### src/rtl/biquad_coeff_loader.sv
// Streams (address, coefficient) pairs from a local table to a biquad block over
// WISHBONE, then issues one update write that latches the new coefficient set.
module biquad_coeff_loader #(
  parameter int DEPTH   = 32,
  parameter int TIMEOUT = 255
) (
  input  logic        wb_clk_i,
  input  logic        wb_rst_i,
  input  logic        tbl_wr_i,
  input  logic [4:0]  tbl_adr_i,
  input  logic [24:0] tbl_dat_i,
  input  logic        start_i,
  input  logic [5:0]  count_i,
  input  logic        unbypass_i,
  output logic        busy_o,
  output logic        done_o,
  output logic        err_o,
  output logic        wb_cyc_o,
  output logic        wb_stb_o,
  output logic        wb_we_o,
  output logic [6:0]  wb_adr_o,
  output logic [31:0] wb_dat_o,
  output logic [3:0]  wb_sel_o,
  input  logic        wb_ack_i,
  input  logic        wb_err_i,
  input  logic        wb_rty_i
);

  localparam int AW = (DEPTH > 1) ? $clog2(DEPTH) : 1;
  localparam int TW = (TIMEOUT > 1) ? $clog2(TIMEOUT + 1) : 1;
  localparam logic [5:0]    DEPTH_N  = 6'(DEPTH);
  localparam logic [TW-1:0] TMO_LAST = TW'(TIMEOUT - 1);

  typedef enum logic [2:0] {IDLE, FETCH, WRITE, UPDATE, FINISH} state_e;

  state_e      state_q, state_d;
  logic [5:0]  idx_q, idx_d, n_q, n_d;
  logic        unb_q, unb_d;
  logic [TW-1:0] tmo_q, tmo_d;
  logic        busy_q, busy_d, done_q, done_d, err_q, err_d;
  logic        cyc_q, cyc_d, stb_q, stb_d, we_q, we_d;
  logic [6:0]  adr_q, adr_d;
  logic [31:0] dat_q, dat_d;
  logic [3:0]  sel_q, sel_d;

  logic [24:0] mem [DEPTH];
  logic [24:0] rd_q;
  logic [AW-1:0] rd_adr;
  logic        bus_ok, bus_fail;
  logic        adr_lsb_unused;

  // Table port: writes only while idle; read address follows the next index so
  // the entry is waiting in rd_q during FETCH.
  assign rd_adr = idx_d[AW-1:0];
  always_ff @(posedge wb_clk_i) begin
    if (tbl_wr_i && !busy_q) mem[AW'(tbl_adr_i)] <= tbl_dat_i;
    rd_q <= mem[rd_adr];
  end

  // Target word address keeps only target_adr[6:2]; the byte offset is dropped.
  assign adr_lsb_unused = ^rd_q[19:18];

  // Error or retry wins over a simultaneous ack; timeout fires on the last stb cycle.
  assign bus_fail = stb_q && (wb_err_i || wb_rty_i || (!wb_ack_i && tmo_q == TMO_LAST));
  assign bus_ok   = stb_q && wb_ack_i && !wb_err_i && !wb_rty_i;

  always_comb begin
    state_d = state_q;
    idx_d   = idx_q;
    n_d     = n_q;
    unb_d   = unb_q;
    tmo_d   = tmo_q;
    err_d   = err_q;
    done_d  = 1'b0;
    cyc_d   = cyc_q;
    stb_d   = stb_q;
    we_d    = we_q;
    adr_d   = adr_q;
    dat_d   = dat_q;
    sel_d   = sel_q;
    case (state_q)
      IDLE: if (start_i) begin
        n_d     = (count_i > DEPTH_N) ? DEPTH_N : count_i;
        unb_d   = unbypass_i;
        err_d   = 1'b0;
        idx_d   = '0;
        state_d = (n_d != '0) ? FETCH : UPDATE;
      end
      FETCH: begin
        adr_d   = {rd_q[24:20], 2'b00};
        dat_d   = {14'b0, rd_q[17:0]};
        sel_d   = 4'b1111;
        {cyc_d, stb_d, we_d} = 3'b111;
        tmo_d   = '0;
        state_d = WRITE;
      end
      WRITE, UPDATE: begin
        if (state_q == UPDATE && !stb_q) begin
          // First UPDATE cycle keeps the bus idle and sets up the commit write.
          adr_d = 7'h00;
          dat_d = unb_q ? 32'h0001_0001 : 32'h0000_0001;
          sel_d = unb_q ? 4'b0101 : 4'b0001;
          {cyc_d, stb_d, we_d} = 3'b111;
          tmo_d = '0;
        end else if (bus_fail) begin
          {cyc_d, stb_d, we_d} = 3'b000;
          err_d   = 1'b1;
          state_d = IDLE;
        end else if (bus_ok) begin
          {cyc_d, stb_d, we_d} = 3'b000;
          if (state_q == WRITE) begin
            idx_d   = idx_q + 6'd1;
            state_d = (idx_d == n_q) ? UPDATE : FETCH;
          end else begin
            done_d  = 1'b1;
            state_d = FINISH;
          end
        end else begin
          tmo_d = tmo_q + 1'b1;
        end
      end
      FINISH:  state_d = IDLE;
      default: state_d = IDLE;
    endcase
    busy_d = (state_d != IDLE);
  end

  always_ff @(posedge wb_clk_i or posedge wb_rst_i) begin
    if (wb_rst_i) begin
      state_q <= IDLE;
      idx_q   <= '0;
      n_q     <= '0;
      unb_q   <= 1'b0;
      tmo_q   <= '0;
      busy_q  <= 1'b0;
      done_q  <= 1'b0;
      err_q   <= 1'b0;
      cyc_q   <= 1'b0;
      stb_q   <= 1'b0;
      we_q    <= 1'b0;
      adr_q   <= '0;
      dat_q   <= '0;
      sel_q   <= '0;
    end else begin
      state_q <= state_d;
      idx_q   <= idx_d;
      n_q     <= n_d;
      unb_q   <= unb_d;
      tmo_q   <= tmo_d;
      busy_q  <= busy_d;
      done_q  <= done_d;
      err_q   <= err_d;
      cyc_q   <= cyc_d;
      stb_q   <= stb_d;
      we_q    <= we_d;
      adr_q   <= adr_d;
      dat_q   <= dat_d;
      sel_q   <= sel_d;
    end
  end

  assign busy_o   = busy_q;
  assign done_o   = done_q;
  assign err_o    = err_q;
  assign wb_cyc_o = cyc_q;
  assign wb_stb_o = stb_q;
  assign wb_we_o  = we_q;
  assign wb_adr_o = adr_q;
  assign wb_dat_o = dat_q;
  assign wb_sel_o = sel_q;

endmodule

### config.mk
export PLATFORM = sky130hd
export DESIGN_NAME = biquad_coeff_loader
export DESIGN_NICKNAME = d
export VERILOG_FILES = /design/src/rtl/biquad_coeff_loader.sv
export SDC_FILE = /design/constraint.sdc
export NUM_CORES = 1
export LEC_CHECK = 0
export BUFFER_PORTS_ARGS = -buffer_cell sky130_fd_sc_hd__buf_4
export CORE_MARGIN = 3
export CORE_UTILIZATION = 65
export CTS_CLUSTER_DIAMETER = 80
export DETAILED_ROUTE_END_ITERATION = 10
export PLACE_DENSITY = 0.84
export SKIP_CTS_REPAIR_TIMING = 1
export SLEW_MARGIN = 0
export SYNTH_ARGS = -nofsm -noshare
export SYNTH_HDL_FRONTEND = slang
export SYNTH_SLANG_ARGS = --single-unit
### constraint.sdc
create_clock -name wb_clk_i -period 4.7 [get_ports wb_clk_i]
set_input_delay 0.94 -clock wb_clk_i [delete_from_list [all_inputs] [get_ports wb_clk_i]]
set_output_delay 0.94 -clock wb_clk_i [all_outputs]
set_load 0.05 [all_outputs]
After elaboration in Yosys (flattened, before gate mapping)
Memories as Yosys holds them, arrays and structs flattened. A register that Yosys moved wholly into a read port is not among the register bits.
Index checks and enable logic that the tools add are counted.
{ "word_totals": {"mem_count": 1, "regBits": 71, "latch_bits": 0, "mem_bits_ro": 0, "ram_bits": 800, "elab_cells": 100, "out_inout_bits": 49} }
{ "op_classes": {"n_mux": 42, "shift": 0, "n_eq_ne": 15, "reduce_logical": 26, "magnitude_cmp": 1, "mul": 0, "addsub": 2, "div_mod_pow": 0, "bitwise_logic": 0} }
{ "mem_list": {"columns": ["name", "words", "word_bits", "read_ports", "rd_clocked_by_memory_dff", "write_ports", "line", "source"], "rows": [
  ["mem", 32, 25, 1, 1, 1, "46", "logic [24:0] mem [DEPTH];"]
]} }
{ "ops": {"columns": ["cell", "count"], "rows": [
  ["$pmux 32 s2", 1],
  ["$mux 6", 6],
  ["$mux 32", 1],
  ["$mux 8", 3],
  ["$mux 3", 6],
  ["$mux 17", 1],
  ["$pmux 8 s2", 1],
  ["$ne 2x2->1 const B", 7],
  ["$pmux 7 s2", 1],
  ["$mux 1", 13],
  ["$pmux 6 s2", 1],
  ["$pmux 3 s3", 1],
  ["$add 8x1->8 const B", 1],
  ["$eq 8x8->1 const B", 1],
  ["$pmux 4 s2", 1],
  ["$logic_and 1x1->1", 7],
  ["$mux 7", 1],
  ["$add 6x1->6 const B", 1],
  ["$eq 3x2->1 const B", 2],
  ["$eq 6x6->1", 1],
  ["$gt 6x6->1 const B", 1],
  ["$ne 3x3->1 const B", 2],
  ["$reduce_and 2->1", 3],
  ["$reduce_and 6->1", 1],
  ["14 further kinds", 22]
]} }

Depth between registers and ports, before layout
Gate-level depths: netlist (run 1).
{ "depth": {"word_depth": 9, "mapped_depth": 12} }

Least setup slack after synthesis (run 1)
No wires, ideal clock.
{ "synth_timing": {"path_type": "input -> register", "start": "input tbl_wr_i", "end": "memory mem[14][0], enable pin", "required_ps": 4297, "stages": 4, "arrival_ps": 2622, "path_buffers": 1, "setup_time_ps": 403, "slack_ps": 1675, "cell_sequence": "nand2b_1 or3b_2 clkbuf_1 nor2_1"} }
{ "synth_between": {"elab_chain_cells": 3} }
{ "synth_rtl": {"columns": ["element", "line", "source"], "rows": [
  ["start: declaration", "9", "input logic tbl_wr_i,"],
  ["$logic_and 1x1->1", "56", "if (tbl_wr_i && !busy_q) mem[AW'(tbl_adr_i)] <= tbl_dat_i;"],
  ["$mux 1", "56", null],
  ["$mux 1 (not written as such)", "56", null],
  ["end: declaration", "46", null]
]} }
Every way passes these cells.

Worst setup path after layout (run 1)
{ "layout_timing": {"start": "register state_q[1]", "end": "register rd_q[2] (read register of mem)"} }
{ "layout_between": {"elab_chain_cells": 6, "elab_cells_between_ends": 10} }
{ "layout_rtl": {"columns": ["element", "line", "source"], "rows": [
  ["start: declaration", "36", "state_e state_q, state_d;"],
  ["start signal: assignment", "145", "state_q <= state_d;"],
  ["$eq 3x2->1", "81, 111", null],
  ["$mux 6", "111", "if (state_q == WRITE) begin"],
  ["$mux 6", "109", "end else if (bus_ok) begin"],
  ["$mux 6", "105", "end else if (bus_fail) begin"],
  ["$mux 6", "98", "if (state_q == UPDATE && !stb_q) begin"],
  ["$pmux 6 s2 (*)", "81", "case (state_q)"],
  ["end: declaration", "47", "logic [24:0] rd_q;"]
]} }
Mark *: on every way between the ends. The rest lies on a longest branch, timed or not. The select of a mux whose other input is x is not followed.
A chain may end at the register's enable or synchronous reset.

==> impl_metrics.env, run 1 <==
export IMPL_htree_levels=3
export IMPL_finalHoldViolations=0
export IMPL_worstHoldPathType="reg2reg"
export IMPL_cts_buffer_depth=3
export IMPL_place_inst=2882
export IMPL_dp_hpwl_mm=45.2
export IMPL_antenna_found_initial=1
export IMPL_stdcell_count=3029
export IMPL_fin_ws_ps=1010
export IMPL_critical_path_class="reg2reg"
export IMPL_netlist_instances=2232
export IMPL_grt_usage_pct=30.3
export IMPL_die_h_um=229
export IMPL_cap_violations=0
export IMPL_drv_slew=0
export IMPL_clockRootBuffer="clkbuf_16"
export IMPL_grt_pass1_wl_mm=119
export IMPL_cts_tree="yes"
export IMPL_slew_headroom_pct=29.5
export IMPL_layout_commonest_cell="edfxtp_1"
export IMPL_clkPwrFrac_pct=35.2
export IMPL_slowest_stage="dfrtp_1"
export IMPL_multi_input_area_um2=7550
export IMPL_die_area_um2=52200
export IMPL_finalSetupViolations=0
export IMPL_ys_flop_type="edfxtp_1"
export IMPL_critPathLaunchType="flop"
export IMPL_critPathCaptureType="flop"
export IMPL_dpl_worst_slack_ps=673
export IMPL_synth_distinct_cells=66
export IMPL_cts_num_sinks=813
export IMPL_grt_overflow_total=0
export IMPL_netlist_area_um2=32200
export IMPL_cp_required_ps=5160
export IMPL_start_util_pct=66.6
export IMPL_path_clk_slew_ps=60
export IMPL_comb_power_share_pct=18.4
export IMPL_final_cell_mix="736 x edfxtp_1, 431 x nand2_1, 142 x buf_4, 108 x a211oi_1"
export IMPL_max_stage_delay_ps=520
export IMPL_ios=93
export IMPL_p_int_mw=12.9
export IMPL_power_switching_mw=5.13
export IMPL_fmax_mhz=271
export IMPL_drive_above_1_share_pct=14.7
export IMPL_drtAntennaViolNets=0
export IMPL_yosysTopAreaCell="edfxtp_1"
export IMPL_fin_util_pct=75.0
export IMPL_seqPwrFrac_pct=46.4
export IMPL_die_w_um=229
export IMPL_synth_top_area_share_pct=68.7
export IMPL_synth_edff_count=736
export IMPL_p_per_area_nw_per_um2=497
export IMPL_drt_total_wl_mm=79.6
export IMPL_rsz0062_at_grt="no"
export IMPL_areaGrowthSynthToFinish_pct=12.7
export IMPL_postPlaceCellArea_um2=33600
export IMPL_nets=2355
export IMPL_cpMostUsedCell="a211oi_1"
export IMPL_viasPerCell=6.69
export IMPL_rows=80
export IMPL_cp_max_fo=86
export IMPL_ys_warn_count=0
export IMPL_clk_latency_ps=620
export IMPL_core_area_um2=48300
export IMPL_finClkSkew_ps=16.9
export IMPL_worst_slew_pin_slew_ps=1060
export IMPL_fill_cells=2604
export IMPL_leakage_nw=12.9
export IMPL_drt_pass1_iter_count=8
export IMPL_ir_drop_mv=0.373
export IMPL_io_buffer_count=74
export IMPL_ff_latch_area_um2=23900
export IMPL_cts_made_buffers=80
export IMPL_hold_slack_ps=463
export IMPL_synth_avg_cell_area_um2=14.4
export IMPL_seq_area_frac_synth_pct=74.3
export IMPL_fin_tns_setup_ps=0
export IMPL_swShare_pct=28.4
export IMPL_totalPowerFinal_mw=18.0
export IMPL_drc=0
export IMPL_wl_per_cell_um=26.3
export IMPL_gp_congestion=0.873
export IMPL_grt_max_degree=87
export IMPL_fin_area_um2=36300
export IMPL_drt_iter0_markers=3113
export IMPL_path_cells="nor3b_1 > a211oi_1 > nor2_4 > buf_12 > buf_4 > mux2i_1 > a221oi_2 > a211oi_1 > a211oi_1"
export IMPL_vias=20300
export IMPL_status="finished, final reports clean"
export IMPL_grt_pass1_vias=20200
export IMPL_synthTopCellsByArea="edfxtp_1 69%, nand2_1 5.0%, dfrtp_1 4.2%, mux2i_1 2.8%, a211oi_1 2.5%"
export IMPL_period_share_pct=78.5
export IMPL_synth_seq_cells=813
export IMPL_period_minus_slack_ps=3690
export IMPL_synthArstFlopShare_pct=6.64
export IMPL_worstPathArrival_ps=4150
flip-flops by register name, indices dropped and copies added, names as in the netlist:
register  cells
wb_adr_o      5
wb_we_o       1
wb_sel_o      3
mem         736
unb_q         1
tmo_q         8
state_q       3
busy_o        1
idx_q         6
n_q           6
wb_dat_o     18
rd_q         23
err_o         1
done_o        1
worst max-delay path: cells and delay by family (launching register included):
kind,cells,cell delay [ps]
compound gates,4,1030
buf+inv,2,740
flops,1,520
mux,1,280
simple gates,2,870
area by class of cell:
cell class              instances  share of cell area, %
repair buffers                154                   3.60
inverters                       6                 0.0828
flip-flops and latches        813                   65.9
clock inverters                39                   1.07
diodes                          1                0.00690
multi-input cells            1253                   20.8
clock buffers                 107                   6.22
well taps                     656                   2.26
cell families after synthesis:
logic type / after synthesis / synth area share [%]
AND/OR/NAND/NOR: 688 / 9.48
AO/OA/AOI/OAI: 442 / 10.1
XOR/XNOR: 13 / 0.354
other: 1 / 0.0116
buffers and inverters: 181 / 2.80
adder cells (fa/ha/maj): 3 / 0.117
flip-flops: 813 / 74.3
multiplexers: 91 / 2.83
layer usage:
layer | vias up | share of wire [%] | global-route usage [%]
li1 | 8671 | - | -
met1 | 9951 | 35 | 40.7
met2 | 1413 | 48 | 48.3
met3 | 239 | 12 | 6.63
met4 | 2 | 4.3 | 13.4
met5 | - | 0.025 | 0
final timing paths:
check,from,endpoint,slack (ps),cells past startpoint
min in group asynchronous,wb_rst_i,wb_we_o,600,2
max in group asynchronous,wb_rst_i,wb_dat_o[6],3450,2
max reg2reg,state_q[1],rd_q[2],1010,9
min reg2reg,rd_q[21],wb_adr_o[3],460,1
min,rd_q[21],wb_adr_o[3],460,1
max,state_q[1],rd_q[2],1010,9
cell usage after synthesis (6+ instances only):
cell type / n
clkbuf_1: 67
o22ai_1: 46
buf_4: 27
a21oi_1: 51
a311oi_1: 46
xor2_1: 6
xnor2_1: 7
buf_2: 65
nand2_1: 431
and3_1: 69
a22oi_1: 22
o21ai_0: 23
nand2b_1: 11
a211oi_1: 108
a31oi_1: 72
nor2_1: 47
a22o_1: 7
a221oi_2: 17
dfrtp_1: 54
dfxtp_1: 23
edfxtp_1: 736
mux2i_1: 91
buf_1: 9
nand3_1: 92
a21boi_0: 22
power groups by stage:
stage	logic [mW]	registers (mW)	clock network, mW
3_3_place_gp	3.14	8.48	0
3_5_place_dp	3.25	8.50	0
4_1_cts	3.29	8.35	6.38
5_1_grt	3.53	8.38	6.68
6_report	3.32	8.36	6.35
2_1_floorplan	1.98	8.74	0
(Power assumes the default switching activity.)
==> run 2: changes to the inputs <==
--- a/config.mk
+++ b/config.mk
@@ -7,10 +7,10 @@
 export LEC_CHECK = 0
 export BUFFER_PORTS_ARGS = -buffer_cell sky130_fd_sc_hd__buf_4
 export CORE_MARGIN = 3
-export CORE_UTILIZATION = 65
+export CORE_UTILIZATION = 62
 export CTS_CLUSTER_DIAMETER = 80
 export DETAILED_ROUTE_END_ITERATION = 10
-export PLACE_DENSITY = 0.84
+export PLACE_DENSITY = 0.8
 export SKIP_CTS_REPAIR_TIMING = 1
 export SLEW_MARGIN = 0
 export SYNTH_ARGS = -nofsm -noshare
==> constraint.sdc (replaced) <==
create_clock -name wb_clk_i -period 3.56 [get_ports wb_clk_i]
set_input_delay 0.712 -clock wb_clk_i [delete_from_list [all_inputs] [get_ports wb_clk_i]]
set_output_delay 0.712 -clock wb_clk_i [all_outputs]
set_load 0.05 [all_outputs]
==> impl_metrics.env, run 2 (synthesis gave the netlist of run 1 again) <==
export IMPL_status="finished, final reports clean"
export IMPL_slew_headroom_pct=27.7
export IMPL_drtAntennaViolNets=0
export IMPL_critPathLaunchType="flop"
export IMPL_gp_congestion=0.862
export IMPL_drt_pass1_iter_count=5
export IMPL_nets=2420
export IMPL_ir_drop_mv=0.440
export IMPL_drt_total_wl_mm=80.3
export IMPL_start_util_pct=63.5
export IMPL_antenna_found_initial=1
export IMPL_p_int_mw=17.2
export IMPL_critPathCapture="rd_q[3]"
export IMPL_drive_above_1_share_pct=17.0
export IMPL_final_cell_mix="736 x edfxtp_1, 431 x nand2_1, 199 x buf_4, 105 x a211oi_1"
export IMPL_critical_path_class="reg2reg"
export IMPL_grt_pass1_vias=20500
export IMPL_grt_pass1_wl_mm=120
export IMPL_io_buffer_count=74
export IMPL_die_w_um=234
export IMPL_htree_levels=3
export IMPL_fill_cells=3036
export IMPL_rrSetupSlack_ps=80
export IMPL_leakage_nw=13.2
export IMPL_ios=93
export IMPL_die_h_um=234
export IMPL_drc=0
export IMPL_die_area_um2=54700
export IMPL_wl_per_cell_um=25.8
export IMPL_clkPwrFrac_pct=34.9
export IMPL_finalSetupViolations=0
export IMPL_cp_max_fo=52
export IMPL_cts_made_buffers=78
export IMPL_place_inst=2965
export IMPL_clockRootBuffer="clkbuf_16"
export IMPL_worstHoldPathType="in2reg"
export IMPL_worst_slew_pin_slew_ps=1080
export IMPL_rows=82
export IMPL_grt_overflow_total=0
export IMPL_largest_register_ffs=736
export IMPL_cap_violations=0
export IMPL_fmax_mhz=287
export IMPL_clk_latency_ps=630
export IMPL_drv_slew=0
export IMPL_power_switching_mw=6.81
export IMPL_path_clk_slew_ps=60
export IMPL_critPathCaptureType="flop"
export IMPL_vias=20600
export IMPL_grt_usage_pct=29.6
export IMPL_finalHoldViolations=0
export IMPL_startpoint="state_q[1]"
export IMPL_viasPerCell=6.62
export IMPL_layout_commonest_cell="edfxtp_1"
export IMPL_period_minus_slack_ps=3480
export IMPL_seqPwrFrac_pct=45.7
export IMPL_r2r_start="state_q[1]"
export IMPL_cts_buffer_depth=3
export IMPL_stdcell_count=3108
export IMPL_r2r_cells=10
export IMPL_reg2reg_to="rd_q[3]"
export IMPL_largest_register="mem"
export IMPL_dp_hpwl_mm=47.6
export IMPL_worstPathArrival_ps=3920
export IMPL_areaGrowthSynthToFinish_pct=14.6
export IMPL_antenna_cells=0
export IMPL_core_area_um2=50700
export IMPL_period_share_pct=97.7
export IMPL_grt_max_degree=62
export IMPL_finClkSkew_ps=24.2
export IMPL_comb_power_share_pct=19.4
export IMPL_cp_required_ps=4000
export IMPL_cts_tree="yes"
export IMPL_cts_num_sinks=813
export IMPL_drt_iter0_markers=2709
export IMPL_p_per_area_nw_per_um2=651
export IMPL_fin_util_pct=72.8
export IMPL_rsz0062_at_grt="no"
export IMPL_swShare_pct=28.3
## run 2: power by group through the flow
stage                     sequential [mW]  clock (mW)  combinational (mW)
after floorplan                      11.5           0                2.61
after global placement               11.2           0                4.41
after detailed placement             11.2           0                4.55
after CTS                            11.0        8.45                4.61
after global routing                 11.0        8.78                5.00
final                                11.0        8.38                4.67
## run 2: worst min-delay path by stage
stage	startpoint	endpoint	cells after the start
after global placement	rd_q[23]	wb_adr_o[5]	1
after global routing	unbypass_i	unb_q	3
after detailed placement	rd_q[17]	wb_dat_o[17]	2
after floorplan	rd_q[24]	wb_adr_o[6]	2
final	unbypass_i	unb_q	3
after CTS	unbypass_i	unb_q	3
## run 2: metrics by stage
step                      worst slack (ps)  total power, mW  instance area, um2  setup TNS, ps  hold WS [ps]
after floorplan                        746             14.2               32200              0           414
after global placement                -112             15.6               34300           -415           441
after detailed placement              -155             15.7               34300           -701           449
after CTS                            -52.1             24.0               36900          -57.4           289
after global routing                  15.4             24.8               36900              0           306
final                                 81.0             24.0               36900              0           320
## run 2: critical path, cell delays in order, from the launching register on
cell and delay, ps:
dfrtp_1 530, nor3b_2 350, a211oi_1 160, buf_4 170
nor2_4 380, inv_8 290, buf_4 240, a211oi_1 240
a311oi_1 80, a211oi_1 650, a211oi_1 200
## run 2: area by class of cell
class | instances | area [um2] | share of cell area, %
clock buffers | 93 | 2090 | 5.67
clock inverters | 50 | 523 | 1.42
repair buffers | 221 | 1930 | 5.24
inverters | 6 | 30.0 | 0.0814
multi-input cells | 1253 | 7570 | 20.5
well taps | 672 | 841 | 2.28
flip-flops and latches | 813 | 23900 | 64.8
## run 2: per-layer routing
layer / track usage (%) / vias up / part of all wire, %
met2: 46.1 / 1474 / 47
met5: 0 / - / 0
met1: 40.8 / 10100 / 37
li1: - / 8800 / -
met3: 7.60 / 230 / 13
met4: 11.4 / 0 / 3.4
